$ cat src/rtl/ram_fifo_ext.sv
// Synchronous FIFO on an inferred dual-port RAM with exact count,
// thresholds, flush, sticky error flags and optional FWFT output.
module ram_dualport_infer #(
  parameter int c_ADDRWIDTH = 9,
  parameter int c_DATAWIDTH = 8
) (
  input  logic                   i_clock,
  input  logic                   i_we,
  input  logic [c_ADDRWIDTH-1:0] i_waddr,
  input  logic [c_DATAWIDTH-1:0] i_wdata,
  input  logic                   i_re,
  input  logic [c_ADDRWIDTH-1:0] i_raddr,
  output logic [c_DATAWIDTH-1:0] o_q
);

  localparam int DEPTH = 1 << c_ADDRWIDTH;

  logic [c_DATAWIDTH-1:0] mem [DEPTH];

  always_ff @(posedge i_clock) begin
    if (i_we) mem[i_waddr] <= i_wdata;
    if (i_re) o_q <= mem[i_raddr];
  end

endmodule

module ram_fifo_ext #(
  parameter int c_ADDRWIDTH = 9,
  parameter int c_DATAWIDTH = 8,
  parameter int c_NEARFULL  = 384,
  parameter int c_NEAREMPTY = 4,
  parameter int c_FWFT      = 0
) (
  input  logic                   i_clock,
  input  logic                   i_reset,
  input  logic                   i_flush,
  input  logic                   i_writeen,
  input  logic [c_DATAWIDTH-1:0] i_data,
  input  logic                   i_readen,
  output logic [c_DATAWIDTH-1:0] o_data,
  output logic                   o_valid,
  output logic [c_ADDRWIDTH:0]   o_count,
  output logic                   o_full,
  output logic                   o_nearfull,
  output logic                   o_empty,
  output logic                   o_nearempty,
  output logic                   o_overflow,
  output logic                   o_underflow,
  input  logic                   i_clearflags
);

  localparam int AW    = c_ADDRWIDTH;
  localparam int DEPTH = 1 << AW;

  localparam logic [AW:0]   FULL_C = (AW+1)'(DEPTH);
  localparam logic [AW:0]   NF_C   = (AW+1)'(c_NEARFULL);
  localparam logic [AW:0]   NE_C   = (AW+1)'(c_NEAREMPTY);
  localparam logic [AW:0]   CONE   = (AW+1)'(1);
  localparam logic [AW-1:0] PONE   = AW'(1);

  logic [AW:0]            count;
  logic [AW:0]            count_nxt;
  logic [AW-1:0]          wptr;
  logic [AW-1:0]          rptr;
  logic                   full;
  logic                   empty_s;
  logic                   valid_s;
  logic                   wr_acc;
  logic                   rd_acc;
  logic                   rd_issue;
  logic                   ovf;
  logic                   udf;
  logic [c_DATAWIDTH-1:0] ram_q;
  logic [c_DATAWIDTH-1:0] data_r;

  assign full   = (count == FULL_C);
  assign wr_acc = i_writeen && !full;
  assign rd_acc = i_readen && !empty_s;

  always_comb begin
    count_nxt = count;
    if (wr_acc && !rd_acc)      count_nxt = count + CONE;
    else if (rd_acc && !wr_acc) count_nxt = count - CONE;
  end

  always_ff @(posedge i_clock) begin
    if (i_reset) begin
      count <= '0;
      wptr  <= '0;
      rptr  <= '0;
      ovf   <= 1'b0;
      udf   <= 1'b0;
    end else if (i_flush) begin
      count <= '0;
      wptr  <= '0;
      rptr  <= '0;
    end else begin
      count <= count_nxt;
      if (wr_acc)   wptr <= wptr + PONE;
      if (rd_issue) rptr <= rptr + PONE;
      // a fresh error wins over a same-cycle clear
      if (i_writeen && full) ovf <= 1'b1;
      else if (i_clearflags) ovf <= 1'b0;
      if (i_readen && empty_s) udf <= 1'b1;
      else if (i_clearflags)   udf <= 1'b0;
    end
  end

  ram_dualport_infer #(
    .c_ADDRWIDTH(AW),
    .c_DATAWIDTH(c_DATAWIDTH)
  ) u_ram (
    .i_clock(i_clock),
    .i_we   (wr_acc && !i_reset && !i_flush),
    .i_waddr(wptr),
    .i_wdata(i_data),
    .i_re   (rd_issue && !i_reset && !i_flush),
    .i_raddr(rptr),
    .o_q    (ram_q)
  );

  generate
    if (c_FWFT != 0) begin : g_fwft
      logic          hv;
      logic          qv;
      logic          take;
      logic [AW:0]   mcnt;

      // words still sitting in RAM, not yet in ram_q or the holding reg
      assign mcnt     = count - {{AW{1'b0}}, hv} - {{AW{1'b0}}, qv};
      assign take     = qv && (!hv || rd_acc);
      assign rd_issue = (mcnt != '0) && (!qv || take);
      assign empty_s  = !hv;
      assign valid_s  = hv;

      always_ff @(posedge i_clock) begin
        if (i_reset || i_flush) begin
          hv     <= 1'b0;
          qv     <= 1'b0;
          data_r <= '0;
        end else begin
          qv <= rd_issue || (qv && !take);
          if (take) begin
            hv     <= 1'b1;
            data_r <= ram_q;
          end else if (rd_acc) begin
            hv <= 1'b0;
          end
        end
      end
    end else begin : g_std
      logic rd_d1;
      logic vld;

      assign rd_issue = rd_acc;
      assign empty_s  = (count == '0);
      assign valid_s  = vld;

      always_ff @(posedge i_clock) begin
        if (i_reset || i_flush) begin
          rd_d1  <= 1'b0;
          vld    <= 1'b0;
          data_r <= '0;
        end else begin
          rd_d1 <= rd_acc;
          vld   <= rd_d1;
          if (rd_d1) data_r <= ram_q;
        end
      end
    end
  endgenerate

  assign o_data      = data_r;
  assign o_valid     = valid_s;
  assign o_count     = count;
  assign o_full      = full;
  assign o_nearfull  = (count >= NF_C);
  assign o_empty     = empty_s;
  assign o_nearempty = (count <= NE_C);
  assign o_overflow  = ovf;
  assign o_underflow = udf;

endmodule

$ cat config.mk
export PLATFORM = sky130hd
export DESIGN_NAME = ram_fifo_ext
export DESIGN_NICKNAME = d
export VERILOG_FILES = /design/src/rtl/ram_fifo_ext.sv
export SDC_FILE = /design/constraint.sdc
export NUM_CORES = 2
export LEC_CHECK = 0
export ABC_AREA = 0
export CORE_MARGIN = 10
export CORE_UTILIZATION = 50
export DETAILED_ROUTE_END_ITERATION = 12
export MAX_ROUTING_LAYER = met4
export PLACE_DENSITY = 0.68
export SLEW_MARGIN = 20
export SYNTH_ARGS = -nofsm -noshare
export SYNTH_HDL_FRONTEND = slang
export SYNTH_SLANG_ARGS = --single-unit
$ cat constraint.sdc
create_clock -name i_clock -period 3.25 [get_ports i_clock]
set_clock_uncertainty 0.05 [all_clocks]
set_input_delay 0.65 -clock i_clock [delete_from_list [all_inputs] [get_ports i_clock]]
set_output_delay 0.65 -clock i_clock [all_outputs]
set_load 0.1 [all_outputs]
# Word level (Yosys, flattened, before mapping)
# Memories as Yosys holds them, arrays and structs flattened. A register that Yosys moved wholly into a read port is not among the register bits.
# Index checks and enable logic that the tools add are counted.
[op_classes] n_mux=7 n_reduce_logical=24 n_bitwise=1 magnitude_cmp=2 addsub=4 eq_ne=1
[ops] op="$mux W10" n=2
[ops] op="$add A9 B1 Y9 const B" n=2
[ops] op="$add A10 B1 Y10 const B" n=1
[ops] op="$eq A10 B10 Y1 const B" n=1
[ops] op="$ge A10 B9 Y1 const B" n=1
[ops] op="$le A10 B3 Y1 const B" n=1
[ops] op="$logic_and A1 B1 Y1" n=10
[ops] op="$logic_not A10 Y1" n=1
[ops] op="$sub A10 B1 Y10 const B" n=1
[ops] op="$logic_not A1 Y1" n=6
[ops] op="$reduce_bool A2 Y1" n=3
[ops] op="$mux W1" n=5
[ops] op="$reduce_and A2 Y1" n=2
[ops] op="$reduce_or A2 Y1" n=1
[ops] op="$logic_or A1 B1 Y1" n=1
[ops] op="$not A1 Y1" n=1
[totals] mem_count=1 ram_bits=4096 reg_bits=40 inputBits=14 out_inout_bits=25
[memory_table] name="u_ram.mem" depth=512 word_bits=8 rd=1 rd_clocked_by_memory_dff=1 write_ports=1 line="18" text="logic [c_DATAWIDTH-1:0] mem [DEPTH];"

# Logic depth before layout (Yosys ltp)
[logic_depth] depth_word=7 mapped_depth=15 ltp_nobuf=15

# By module
# A second synthesis with hierarchy kept.
[unflattened] cells_unflattened=8268 hier_area_um2=162085.5
[modules_own_cells] module="ram_dualport_infer" cells_each=8030 n_inst=1 seq_area_each_um2=123238.2 area_per_inst_um2=160007.2
[modules_own_cells] module="ram_fifo_ext" cells_each=238 n_inst=1 seq_area_each_um2=800.8 area_per_inst_um2=2078.2

# Least setup slack after synthesis
# Ideal clock, no wire load.
[synth_timing] path_type="flip-flop to flip-flop" startpoint="register count[6], in the netlist o_count[6]" endpoint="register count[8], in the netlist o_count[8]" path_buffers=0 stages_incl_launch_ff=16 arrival_ns=6.670 required_time_ns=3.086 setup_slack_ns=-3.584 setup_ns=0.114 path_cell_list="dfxtp_1 > nor4_1 > nand2_1 > nor4_1 > nor2_1 > inv_1 > ha_1 > inv_1 > ha_1 > nor2b_1 > o21ai_0 > a21oi_1 > o21a_1 > o211ai_1 > a21oi_1 > a2111oi_0"
[synth_via] elab_chain_len=6 elab_cells_between_ends=15
[synth_lines] element="start, declared" line="61" text="logic [AW:0] count;"
[synth_lines] element="start signal, assigned" line="98" text="count <= count_nxt;"
[synth_lines] element="$logic_not A10 Y1 (*)" line="156" text="assign empty_s = (count == '0);"
[synth_lines] element="named net o_empty" line="45" text="output logic o_empty,"
[synth_lines] element="$logic_not A1 Y1 (*)" line="78" text="assign rd_acc = i_readen && !empty_s;"
[synth_lines] element="$logic_and A1 B1 Y1 (*)" line="78"
[synth_lines] element="$logic_not A1 Y1" line="82" text="if (wr_acc && !rd_acc) count_nxt = count + CONE;"
[synth_lines] element="$logic_and A1 B1 Y1" line="82"
[synth_lines] element="$mux W10 or $reduce_bool A2 Y1 (tied branches)"
# Mark *: on every way through the listed nets, which the timed path passes. The rest lies on a longest branch. The select of a mux whose other input is x is not followed.
# A chain may end at the register's enable or synchronous reset.

==> metrics.cfg <==
[run_status]
outcome=finished, violations left
failed_checks=setup timing

[clock_network]
clk_pin_slew_ps=70
ctsLongestPathBuffers=4
numClockSinks=4144
cts-htree-levels=5
root_buffer=clkbuf_16
clk_latency_ps=970
tritoncts=built
cts_made_buffers=399

[power]
swShare_pct=23.6
clkPwrFrac_pct=38.6
irDropWorstVdd_mv=0.746
p_leak_nw=62.4
p_comb_share_pct=13.6
power.switching_w=0.0292
p_int_w=0.0943
p_seq_share_pct=47.8
p_per_area_nw_per_um2=637

[global_route]
grt_start_max_net_pins=161
grt_overflow=0
grt_pass1_vias=88200
grt_pass1_wl_um=667000
antenna_found_initial=19
grt_usage_pct=27.5

[min_path]
hold_path_class=in -> reg
min_from=i_data[7]

[drt]
vias=89300
drc=0
post_drt_wl_per_cell_um=34.0
routed_wl_um=475000
via_per_inst=6.40
first_pass_iters=6
drtIter0Drc=13400
final_antenna_net_count=0

[final_layout]
syn2layout_area_growth_pct=19.2
finalNetCount=9306
drive_above_1_share_pct=33.6
post-route-util_pct=59.8

[synthesis]
synth_ff_type=edfxtp_1
ys_ff_latch=4144
synth_top_family_by_area=multiplexers
synth.mux.area_fraction_pct=15.2
synth-simple-area-share_pct=2.77
syn-cell-area_um2=163000
synth_edf_count=4104
synth_seq_area_share_pct=76.3
synthAdderAreaFrac_pct=0.120
syn_nets=7778
yosys_warnings=0
syn_inst=7749
synth.distinct_cells=94
synth_compound_area_share_pct=3.30
syn_area_per_cell_um2=21.0
synth_xor_area_share_pct=0.0969
synth-async-reset-ratio_pct=0

[floorplan]
coreArea_um2=324000
dieHeight_um=590
boundaryPins=39
die_area_um2=349000
die_x_um=590
rows=209
start_util_pct=50.2

[timing]
fmax_mhz=283
maxSlewViolCount=0
setup_slack_ps=-284
fin_crit_sh_pct=109
setup_viol=8
finalSetupTns_ps=-1690
relSlewSlack_pct=23.7
rsz0062_at_grt=true
tightest_slew_ps=1140
post-route-min-period_ps=3530
hold_violations=0

[setup_path]
crit_arrival_ps=4180
cp-startpoint=rptr[0]
start_kind=flip-flop
rr_startpoint=rptr[0]
critPathCaptureType=flip-flop
cp.required_ps=3900
crit_fanout=8
critical_path_class=reg -> reg

[job]
drv_cap=0

[place]
io_buffers=38
hpwl_um=305000
gp_congestion=0.946

[power by group through the flow]
stage	clock, W	sequential, W	combinational (W)
2_1_floorplan	0	0.0605	0.00999
3_3_place_gp	0	0.0602	0.0154
3_5_place_dp	0	0.0602	0.0156
4_1_cts	0.0480	0.0590	0.0163
5_1_grt	0.0502	0.0590	0.0176
6_report	0.0477	0.0590	0.0168
[per-layer routing]
layer	vias to the layer above	routed length (µm)	track usage [%]
met1	46800	174000	36.6
met4	0	21300	10.2
met5	-	0	-
li1	35500	-	-
met2	6083	221000	41.2
met3	947	59300	7.18
[stage by stage]
stage	setup slack (ps)	hold WS, ps	total power (W)	std cells	area, µm²
floorplan	-673	407	0.0705	7749	163000
global placement	-934	424	0.0756	13200	179000
detailed placement	-891	441	0.0758	13200	179000
CTS	-224	55.2	0.123	13900	193000
global route	-240	86.1	0.127	13900	194000
finish	-284	91.6	0.124	13900	194000
[layout make-up]
class	instances	area [µm²]
well taps	4325	5410
multi-input cells	3096	35900
inverters	24	120
clock buffers	462	10200
fillers	22400	130000
flip-flops and latches	4144	124000
diodes	13	32.5
clock inverters	271	3150
repair buffers	1612	15000
[cells by family after synthesis]
| logic type | Yosys count |
|---|---|
| flops | 4144 |
| xor+xnor | 18 |
| fa+ha+maj | 15 |
| compound gates | 745 |
| mux | 1267 |
| simple gates | 1051 |
| buf+inv | 509 |
[cell usage in the layout, fill, tap and decap left out, drive strengths merged, types with 17 or more instances in the layout]
master    Yosys  layout
a21oi       126     126
nor2b        19      19
o221ai       60      60
o22ai        74      74
buf         295    1597
edfxtp     4104    4104
o21ai        79      79
a221oi       63      63
mux4        913     913
nand3        89      89
dfxtp        40      40
bufinv        1      62
clkinv        0     180
mux2         32      32
a22o         36      36
a211oi       54      54
clkinvlp      0      17
mux2i       322     322
nand2       204     204
o211ai       21      21
nor2        600     600
a31oi        30      30
a22oi       103     103
nor3         28      28
clkbuf      189     469
inv          23      36
[final timing paths]
kind	endpoint	depth (start not counted)	slack, ps
setup / recovery	u_ram.o_q[0]	11	-280
hold / removal	u_ram.mem[320][7]	1	90
setup reg to reg	u_ram.o_q[0]	11	-280
hold reg to reg	o_data[3]	2	420
[sequential cells by signal, summed over array words and instances (netlist names)]
signal,cells
u_ram.mem,4096
o_count,10
rptr,9
wptr,9
o_data,8
u_ram.o_q,8
g_std.rd_d1,1
o_overflow,1
o_underflow,1
o_valid,1
[Yosys cell counts (60+ instances only)]
library cell	n	area [µm²]
nor2_1	599	2250
nand2_1	204	766
mux4_2	775	17500
clkbuf_1	152	571
mux2i_1	322	3220
a22oi_1	103	773
nand3_1	89	445
mux4_1	138	3630
buf_2	143	716
a21oi_1	126	631
o21ai_0	69	345
o221ai_1	60	526
edfxtp_1	4104	123000
o22ai_1	74	463
[critical path, cell delays in order (launching register included)]
cell and delay [ps]:
dfxtp_4 390, buf_12 200, buf_16 200, buf_16 180, buf_12 140, mux4_2 500, a22o_1 300, a211oi_4 310
buf_4 200, o211ai_1 250, a311oi_2 360, a21oi_1 90
[timing repair]
| action | 4_1_cts | 5_1_grt |
|---|---|---|
| setup buffers | 25 | 16 |
| hold buffers | 1 | 0 |
| endpoints found under the setup margin | 8 | 10 |
| pin swaps | 31 | 36 |
| resized for setup | 134 | 78 |
| endpoints found under the hold margin | 16 | 0 |
| cloned | 4 | 7 |
(Power assumes the default switching activity.)
